===== src/rtl/instr_loader.sv =====
// rtl/instr_loader.sv - byte-stream program loader for the writable instruction memory
//
// Accepts a header byte (word count) followed by three bytes per instruction
// (opcode, operand a, operand b), writes each assembled 20-bit word
// {op[3:0], a[7:0], b[7:0]} through a synchronous write port, zero-fills the
// remaining locations and holds the core until the full image is in place.
//
// Ports:
//   clk       in   rising-edge clock
//   rst_n     in   synchronous active-low reset
//   start     in   begin a load (only honoured while idle)
//   in_valid  in   byte-stream valid
//   in_data   in   byte-stream data [7:0]
//   in_ready  out  byte-stream ready (combinational, from state)
//   wr_en     out  memory write strobe
//   wr_addr   out  memory write address [AW-1:0]
//   wr_data   out  memory write word [19:0]
//   busy      out  load in progress
//   done      out  sticky: last load completed
//   error     out  sticky: last load aborted
//   cpu_hold  out  pipeline hold request to the core

module instr_loader #(
    parameter int DEPTH = 256,
    parameter int AW    = 8
) (
    input  logic          clk,
    input  logic          rst_n,
    input  logic          start,
    input  logic          in_valid,
    input  logic [7:0]    in_data,
    output logic          in_ready,
    output logic          wr_en,
    output logic [AW-1:0] wr_addr,
    output logic [19:0]   wr_data,
    output logic          busy,
    output logic          done,
    output logic          error,
    output logic          cpu_hold
);

    // One extra bit so the address counter can reach DEPTH itself.
    localparam int CW = AW + 1;
    localparam logic [CW-1:0] DEPTH_C    = CW'(DEPTH);
    localparam logic [CW-1:0] DEPTH_M1_C = CW'(DEPTH - 1);

    typedef enum logic [2:0] {
        S_IDLE,
        S_HDR,
        S_OP,
        S_A,
        S_B,
        S_FILL,
        S_FIN
    } state_t;

    state_t        state_q, state_d;
    logic [CW-1:0] addr_q, addr_d;
    logic [7:0]    count_q, count_d;
    logic [3:0]    op_q, op_d;
    logic [7:0]    a_q, a_d;
    logic          wr_en_q, wr_en_d;
    logic [AW-1:0] wr_addr_q, wr_addr_d;
    logic [19:0]   wr_data_q, wr_data_d;
    logic          done_q, done_d;
    logic          error_q, error_d;
    logic          cpu_hold_q, cpu_hold_d;

    logic          accept;
    logic [CW-1:0] addr_inc;

    assign in_ready = (state_q == S_HDR) || (state_q == S_OP) ||
                      (state_q == S_A)   || (state_q == S_B);
    assign busy     = (state_q != S_IDLE);
    assign accept   = in_valid && in_ready;
    assign addr_inc = addr_q + 1'b1;

    assign wr_en    = wr_en_q;
    assign wr_addr  = wr_addr_q;
    assign wr_data  = wr_data_q;
    assign done     = done_q;
    assign error    = error_q;
    assign cpu_hold = cpu_hold_q;

    always_comb begin
        state_d    = state_q;
        addr_d     = addr_q;
        count_d    = count_q;
        op_d       = op_q;
        a_d        = a_q;
        wr_en_d    = 1'b0;
        wr_addr_d  = wr_addr_q;
        wr_data_d  = wr_data_q;
        done_d     = done_q;
        error_d    = error_q;
        cpu_hold_d = cpu_hold_q;

        case (state_q)
            S_IDLE: begin
                if (start) begin
                    state_d    = S_HDR;
                    done_d     = 1'b0;
                    error_d    = 1'b0;
                    cpu_hold_d = 1'b1;
                    addr_d     = '0;
                    count_d    = '0;
                end
            end
            S_HDR: begin
                if (accept) begin
                    count_d = in_data;
                    if (32'(in_data) > DEPTH) begin
                        state_d = S_IDLE;
                        error_d = 1'b1;
                    end else if (in_data == 8'd0) begin
                        state_d = S_FILL;
                    end else begin
                        state_d = S_OP;
                    end
                end
            end
            S_OP: begin
                if (accept) begin
                    // Opcodes are 4 bits; a non-zero upper nibble means a corrupt stream.
                    if (in_data[7:4] != 4'd0) begin
                        state_d = S_IDLE;
                        error_d = 1'b1;
                    end else begin
                        op_d    = in_data[3:0];
                        state_d = S_A;
                    end
                end
            end
            S_A: begin
                if (accept) begin
                    a_d     = in_data;
                    state_d = S_B;
                end
            end
            S_B: begin
                if (accept) begin
                    wr_en_d   = 1'b1;
                    wr_addr_d = addr_q[AW-1:0];
                    wr_data_d = {op_q, a_q, in_data};
                    addr_d    = addr_inc;
                    // addr counts words written, since every load starts at 0.
                    if (32'(addr_inc) < 32'(count_q)) begin
                        state_d = S_OP;
                    end else if (addr_inc == DEPTH_C) begin
                        state_d = S_FIN;
                    end else begin
                        state_d = S_FILL;
                    end
                end
            end
            S_FILL: begin
                wr_en_d   = 1'b1;
                wr_addr_d = addr_q[AW-1:0];
                wr_data_d = 20'd0;
                addr_d    = addr_inc;
                if (addr_q == DEPTH_M1_C) begin
                    state_d = S_FIN;
                end
            end
            S_FIN: begin
                done_d     = 1'b1;
                cpu_hold_d = 1'b0;
                state_d    = S_IDLE;
            end
            default: begin
                state_d = S_IDLE;
            end
        endcase
    end

    always_ff @(posedge clk) begin
        if (!rst_n) begin
            state_q    <= S_IDLE;
            addr_q     <= '0;
            count_q    <= '0;
            op_q       <= '0;
            a_q        <= '0;
            wr_en_q    <= 1'b0;
            wr_addr_q  <= '0;
            wr_data_q  <= '0;
            done_q     <= 1'b0;
            error_q    <= 1'b0;
            cpu_hold_q <= 1'b1;
        end else begin
            state_q    <= state_d;
            addr_q     <= addr_d;
            count_q    <= count_d;
            op_q       <= op_d;
            a_q        <= a_d;
            wr_en_q    <= wr_en_d;
            wr_addr_q  <= wr_addr_d;
            wr_data_q  <= wr_data_d;
            done_q     <= done_d;
            error_q    <= error_d;
            cpu_hold_q <= cpu_hold_d;
        end
    end

endmodule

===== config.mk =====
export PLATFORM = sky130hd
export DESIGN_NAME = instr_loader
export DESIGN_NICKNAME = d
export VERILOG_FILES = /design/src/rtl/instr_loader.sv
export SDC_FILE = /design/constraint.sdc
export NUM_CORES = 1
export LEC_CHECK = 0
export BUFFER_PORTS_ARGS = -buffer_cell sky130_fd_sc_hd__buf_4
export CAP_MARGIN = 20
export CORE_MARGIN = 2
export CORE_UTILIZATION = 35
export DETAILED_ROUTE_END_ITERATION = 10
export PLACE_DENSITY_LB_ADDON = 0.15
export SLEW_MARGIN = 20
export SYNTH_ARGS = -nofsm -noshare
export SYNTH_HDL_FRONTEND = slang
export SYNTH_SLANG_ARGS = --single-unit

===== constraint.sdc =====
create_clock -name clk -period 2.8 [get_ports clk]
set_input_delay 0.56 -clock clk [delete_from_list [all_inputs] [get_ports clk]]
set_output_delay 0.56 -clock clk [all_outputs]
set_load 0.02 [all_outputs]

==> impl_metrics.yaml, run 1 <==
outcome:
  run_status: "completed"
layout:
  final_cells: 511
  layout_stage_area_growth_over_the_synthesis_result_pct: 19.8
  nNetsFinal: 418
  n_antenna_cell: 0
  final.fill_count: 871
  design_area_um2: 3670
  layout-drive-gt1-share: 0.179
sta:
  count_of_final_hold_check_violations: 0
  finClkSkew_ps: 7.14
  timing.slew.headroom: 0.532
  max_freq_mhz: 410
  post_route_setup_tns_ps: 0
  finalSetupViolCount: 0
  final_max_slew_viols: 0
  post-route-worst-setup-slack_ps: 360
  final_period_minus_worst_setup_slack_ps: 2440
  unrepaired_setup_endpoints_after_global_routing: "no"
  min_period_over_period: 0.872
  tightestPinTransition_ps: 702
critical_path:
  worst_ep_arrival_time_ps: 2680
  r2r-start: "addr_q[0]"
  worstSetupStartpointType: "register"
  crit_path_end_kind: "register"
  crit-reg2reg-capture: "state_q[0]"
  timing.critical_path.fanout_max: 7
  crit_type: "reg -> reg"
  timing.critical_path.required_ps: 3040
  r2r_setup_slack_ps: 360
  r2r.worst_path.cells: 10
route:
  antenna_violating_nets_post_route: 0
  drt-vias-per-instance: 5.11
  drt_first_iter_violations: 94
  remaining_drc_errors: 0
  route.vias.total: 2610
  drt_pass1_iterations: 4
  routed_wl_mm: 7.39
  wl_per_cell_um: 14.5
synth:
  postSynthNetCount: 384
  seq_area_frac_synth: 0.418
  synth_warnings: 0
  synth-seq-cells: 64
  yosys_cell_types: 48
  syn-cell-area_um2: 3070
  top_ff_cell_synth: "sky130_fd_sc_hd__dfxtp_1"
  synth-edff-count: 0
  synth.top_cells.by_area: "sky130_fd_sc_hd__dfxtp_1 (42%), sky130_fd_sc_hd__nand2_1 (7.1%), sky130_fd_sc_hd__nor2b_1 (6.9%)"
  synth_top_area_cell: "sky130_fd_sc_hd__dfxtp_1"
  synth_top_cell_area_share: 0.418
  synth-async-reset-ratio: 0
  synthCells: 364
  syn_avg_cell_area_um2: 8.42
power_and_ir_drop:
  switching_share: 0.269
  total_power_mw: 2.07
  sequentialPowerShare: 0.455
  power_report.internal_total_mw: 1.51
  netSwitchingPower_mw: 0.556
  combPwrFrac: 0.100
  worst_ir_drop_vdd_mv: 0.223
  power.share.clock: 0.445
  total_leakage_power_nw: 1.36
  cellPowerDensity_nw_per_um2: 563
worst_hold_path:
  holdPathStages: 2
  min_to: "wr_addr[5]"
  worst_hold_path_type: "reg -> reg"
  worstHoldStart: "wr_addr[5]"
clock_network:
  clock_latency_ps: 340
  tritoncts_num_sinks: 64
  postCtsResizedCells: 0
  cts_root_buffer: "sky130_fd_sc_hd__clkbuf_8"
  cts_hold_buffers: 0
  cts.clk_slew.worst_paths_ps: 80
  clock_tree_from_tritoncts: "built"
  cts_inserted_buffers: 9
  ctsHtreeMaxLevel: 3
  post_cts_buffers: 0
  bufs_on_longest_clock_path: 2
grt:
  antenna_found_initial: 0
  grt_usage: 0.162
  grt_start_max_net_pins: 65
  first_global_vias: 2422
  global_route.overflow_total: 0
  global_route_wire_length_before_repair_mm: 12.4
placed_design:
  placedCellCount: 495
  hpwlAfterDp_mm: 4.79
  pre_cts_ws_ps: 361
  place_congestion: 0.800
  port_buffers: 45
  placedInstanceArea_um2: 3440
floorplan:
  io_pins: 46
  rows: 34
  chipWidth_um: 97.6
  chipHeight_um: 97.6
  floorplan.die_area_um2: 9530
  core_um2: 8590
  initial_core_util: 0.357
flow_run:
  cap_viol_max_count: 0
==> per-stage QoR <==
step	hold WS, ps	utilization
3_5_place_dp	459	0.401
3_3_place_gp	451	0.401
5_1_grt	492	0.427
2_1_floorplan	441	-
6_report	465	0.427
4_1_cts	471	0.427
==> critical path: stages, from the launching register on <==
cell and delay [ps]:
sky130_fd_sc_hd__dfxtp_1 460, sky130_fd_sc_hd__ha_1 300, sky130_fd_sc_hd__nand3_1 120, sky130_fd_sc_hd__xnor2_1 210, sky130_fd_sc_hd__ha_1 280, sky130_fd_sc_hd__a21o_1 180, sky130_fd_sc_hd__a21oi_1 170, sky130_fd_sc_hd__o21ai_0 130
sky130_fd_sc_hd__o211ai_2 220, sky130_fd_sc_hd__o311ai_1 110, sky130_fd_sc_hd__and2_1 160
==> logic make-up (layout without fill, tap and decap cells) <==
family | after synthesis | count (layout) | synth area share
and+or+nand+nor | 148 | 148 | 0.245
AOI/OAI and AO/OA | 96 | 96 | 0.219
DFF | 64 | 64 | 0.418
buffers and inverters | 37 | 76 | 0.0518
adders and majority gates | 8 | 8 | 0.0326
xor gates and xnor gates | 6 | 6 | 0.0171
muxes | 5 | 5 | 0.0167
==> placed cells by master (no fill, tap or decap), types with 4 or more instances in the layout <==
cell                        n
sky130_fd_sc_hd__dfxtp_1   64
sky130_fd_sc_hd__nand2_1   58
sky130_fd_sc_hd__buf_4     47
sky130_fd_sc_hd__nor2b_1   34
sky130_fd_sc_hd__a22oi_1   25
sky130_fd_sc_hd__a21boi_0  24
sky130_fd_sc_hd__nor2_1    17
sky130_fd_sc_hd__nand3_1   16
sky130_fd_sc_hd__o21ai_0   15
sky130_fd_sc_hd__inv_1     13
sky130_fd_sc_hd__a21oi_1   11
sky130_fd_sc_hd__clkbuf_8   9
sky130_fd_sc_hd__ha_1       8
sky130_fd_sc_hd__xnor2_1    4
sky130_fd_sc_hd__mux2i_1    4
==> state kept, by name, summed over array words and instances, names as in the netlist <==
register	count
a_q	8
addr_q	9
count_q	8
cpu_hold	1
done	1
error	1
op_q	4
state_q	3
wr_addr	8
wr_data	20
wr_en	1
==> layer usage <==
metal  GRT usage  share of wire  vias to the layer above
met5           0              0                        -
met4      0.0545          0.013                        0
met3      0.0388          0.052                       10
met2       0.248           0.46                       69
met1       0.225           0.48                     1199
li1            -              -                     1332
==> cell usage after synthesis (all sizes together) (7+ instances only) <==
library cell / instances
clkbuf: 17
inv: 13
a21boi: 25
nor2b: 34
a21oi: 11
ha: 8
buf: 7
dfxtp: 64
nand3: 18
o21ai: 15
nand2: 58
a22oi: 25
nor2: 17
==> power by group through the flow <==
stage | Combinational, mW | Sequential, mW | Clock (mW)
final | 0.208 | 0.941 | 0.921
after global routing | 0.232 | 0.944 | 0.990
after CTS | 0.209 | 0.941 | 0.947
after detailed placement | 0.209 | 0.963 | 0
after global placement | 0.208 | 0.962 | 0
after floorplan | 0.153 | 0.948 | 0
==> how the worst max path moves through the flow <==
| stage | to | start | cells past startpoint | slack (ps) |
|---|---|---|---|---|
| detailed placement | state_q[0] | addr_q[0] | 10 | 360 |
| finish | state_q[0] | addr_q[0] | 10 | 360 |
| CTS | state_q[0] | addr_q[0] | 10 | 340 |
| global route | state_q[0] | addr_q[0] | 10 | 110 |
| floorplan | state_q[0] | addr_q[0] | 10 | 590 |
| global placement | state_q[0] | addr_q[0] | 10 | 430 |
==> cell type report <==
| class | count | area, um^2 | share of cell area |
|---|---|---|---|
| Inverter | 13 | 48.8 | 0.0133 |
| Clock inverter | 7 | 105 | 0.0286 |
| Clock buffer | 9 | 124 | 0.0337 |
| Multi-Input combinational cell | 263 | 1630 | 0.443 |
| Timing Repair Buffer | 47 | 353 | 0.0960 |
| Tap cell | 108 | 135 | 0.0368 |
| Sequential cell | 64 | 1280 | 0.349 |
(Power assumes the default switching activity.)
==> inputs of run 2 (changes only) <==
--- a/config.mk
+++ b/config.mk
@@ -8,7 +8,7 @@
 export BUFFER_PORTS_ARGS = -buffer_cell sky130_fd_sc_hd__buf_4
 export CAP_MARGIN = 20
 export CORE_MARGIN = 2
-export CORE_UTILIZATION = 35
+export CORE_UTILIZATION = 45
 export DETAILED_ROUTE_END_ITERATION = 10
 export PLACE_DENSITY_LB_ADDON = 0.15
 export SLEW_MARGIN = 20
==> constraint.sdc (replaced) <==
create_clock -name clk -period 2.8 [get_ports clk]
set_input_delay 0.28 -clock clk [delete_from_list [all_inputs] [get_ports clk]]
set_output_delay 0.28 -clock clk [all_outputs]
set_load 0.02 [all_outputs]
==> impl_metrics.yaml, run 2 (synthesis results as in run 1) <==
outcome:
  run_status: "completed"
route:
  wl_per_cell_um: 14.3
  routed_wl_mm: 6.91
  route.vias.total: 2622
  remaining_drc_errors: 0
  drt-vias-per-instance: 5.43
  antenna_violating_nets_post_route: 0
  drt_first_iter_violations: 164
  drt_pass1_iterations: 4
sta:
  unrepaired_setup_endpoints_after_global_routing: "no"
  final.hold.worst_slack_ps: 227
  timing.slew.headroom: 0.551
  tightestPinTransition_ps: 674
  count_of_final_hold_check_violations: 0
  post_route_setup_tns_ps: 0
  max_freq_mhz: 412
  min_period_over_period: 0.868
  final_period_minus_worst_setup_slack_ps: 2430
  finalSetupViolCount: 0
  final_max_slew_viols: 0
  finClkSkew_ps: 8.84
floorplan:
  initial_core_util: 0.459
  chipWidth_um: 86.6
  chipHeight_um: 86.6
  io_pins: 46
  core_um2: 6680
  rows: 30
  floorplan.die_area_um2: 7490
layout:
  final_common_cell: "sky130_fd_sc_hd__dfxtp_1"
  n_antenna_cell: 0
  postLayoutCoreUtil: 0.537
  multi_input_area_um2: 1630
  sequential_cell_area_um2: 1280
  nNetsFinal: 418
  final.fill_count: 639
  final_cells: 483
  layout_stage_area_growth_over_the_synthesis_result_pct: 17.0
  layout-drive-gt1-share: 0.179
  largest_reg_flops: 20
  mostFrequentLayoutCells: "sky130_fd_sc_hd__dfxtp_1 (64), sky130_fd_sc_hd__nand2_1 (58), sky130_fd_sc_hd__buf_4 (47), sky130_fd_sc_hd__nor2b_1 (34), sky130_fd_sc_hd__a22oi_1 (25)"
power_and_ir_drop:
  combPwrFrac: 0.111
  total_power_mw: 1.89
  total_leakage_power_nw: 1.33
  sequentialPowerShare: 0.499
  power_report.internal_total_mw: 1.33
  worst_ir_drop_vdd_mv: 0.297
  netSwitchingPower_mw: 0.554
  cellPowerDensity_nw_per_um2: 525
  power.share.clock: 0.391
  switching_share: 0.294
grt:
  first_global_vias: 2346
  antenna_found_initial: 0
  global_route.overflow_total: 0
  grt_usage: 0.196
  grt_start_max_net_pins: 65
  global_route_wire_length_before_repair_mm: 11.5
clock_network:
  cts_inserted_buffers: 9
  bufs_on_longest_clock_path: 2
  post_cts_buffers: 0
  cts.clk_slew.worst_paths_ps: 80
  cts_root_buffer: "sky130_fd_sc_hd__clkbuf_8"
  clock_latency_ps: 340
  ctsHtreeMaxLevel: 3
  tritoncts_num_sinks: 64
  postCtsResizedCells: 0
  cts_hold_buffers: 0
  clock_tree_from_tritoncts: "built"
placed_design:
  port_buffers: 45
  place_congestion: 0.883
  placedCellCount: 467
  hpwlAfterDp_mm: 4.41
worst_hold_path:
  worst_hold_path_type: "in -> reg"
  worstHoldStart: "in_data[7]"
critical_path:
  crit_type: "reg -> reg"
  worst_ep_arrival_time_ps: 2670
  timing.critical_path.required_ps: 3040
  r2r_setup_slack_ps: 370
  crit_path_end_kind: "register"
  timing.critical_path.from: "addr_q[0]"
  worstSetupStartpointType: "register"
  timing.critical_path.fanout_max: 7
  r2r-start: "addr_q[0]"
flow_run:
  cap_viol_max_count: 0
[run 2: per-stage QoR]
stage,worst slack (ps),cell area (um^2)
3_5_place_dp,366,3410
4_1_cts,358,3590
3_3_place_gp,434,3410
2_1_floorplan,588,3070
6_report,371,3590
5_1_grt,65.0,3590
[run 2: power groups by stage]
stage | combinational, mW | sequential [mW] | clock (mW)
4_1_cts | 0.208 | 0.940 | 0.753
6_report | 0.208 | 0.940 | 0.737
2_1_floorplan | 0.153 | 0.948 | 0
3_5_place_dp | 0.207 | 0.962 | 0
3_3_place_gp | 0.206 | 0.962 | 0
5_1_grt | 0.233 | 0.944 | 0.791
[run 2: routing by layer]
metal | vias to the layer above | wire, um | track usage
li1 | 1328 | - | -
met1 | 1212 | 3350 | 0.265
met2 | 68 | 3080 | 0.299
met3 | 14 | 307 | 0.0390
met4 | 0 | 174 | 0.0980
met5 | - | 0 | 0
[run 2: final cells by class]
type,instances,area share
clock buffers,9,0.0345
inverters,13,0.0136
repair buffers,47,0.0983
well taps,80,0.0279
clock inverters,7,0.0153
flip-flops and latches,64,0.357
multi-input cells,263,0.453
[run 2: critical path, stage by stage, from the launching register on]
cell and delay, ps:
sky130_fd_sc_hd__dfxtp_1 450, sky130_fd_sc_hd__ha_1 310, sky130_fd_sc_hd__nand3_1 120, sky130_fd_sc_hd__xnor2_1 220, sky130_fd_sc_hd__ha_1 280, sky130_fd_sc_hd__a21o_1 180
sky130_fd_sc_hd__a21oi_1 160, sky130_fd_sc_hd__o21ai_0 120, sky130_fd_sc_hd__o211ai_2 220, sky130_fd_sc_hd__o311ai_1 110, sky130_fd_sc_hd__and2_1 170
[run 2: path summary, 6_finish.rpt]
check / cells past startpoint / endpoint
min: 3 / a_q[7]
max reg2reg: 10 / state_q[0]
max: 10 / state_q[0]
min reg2reg: 2 / wr_addr[7]
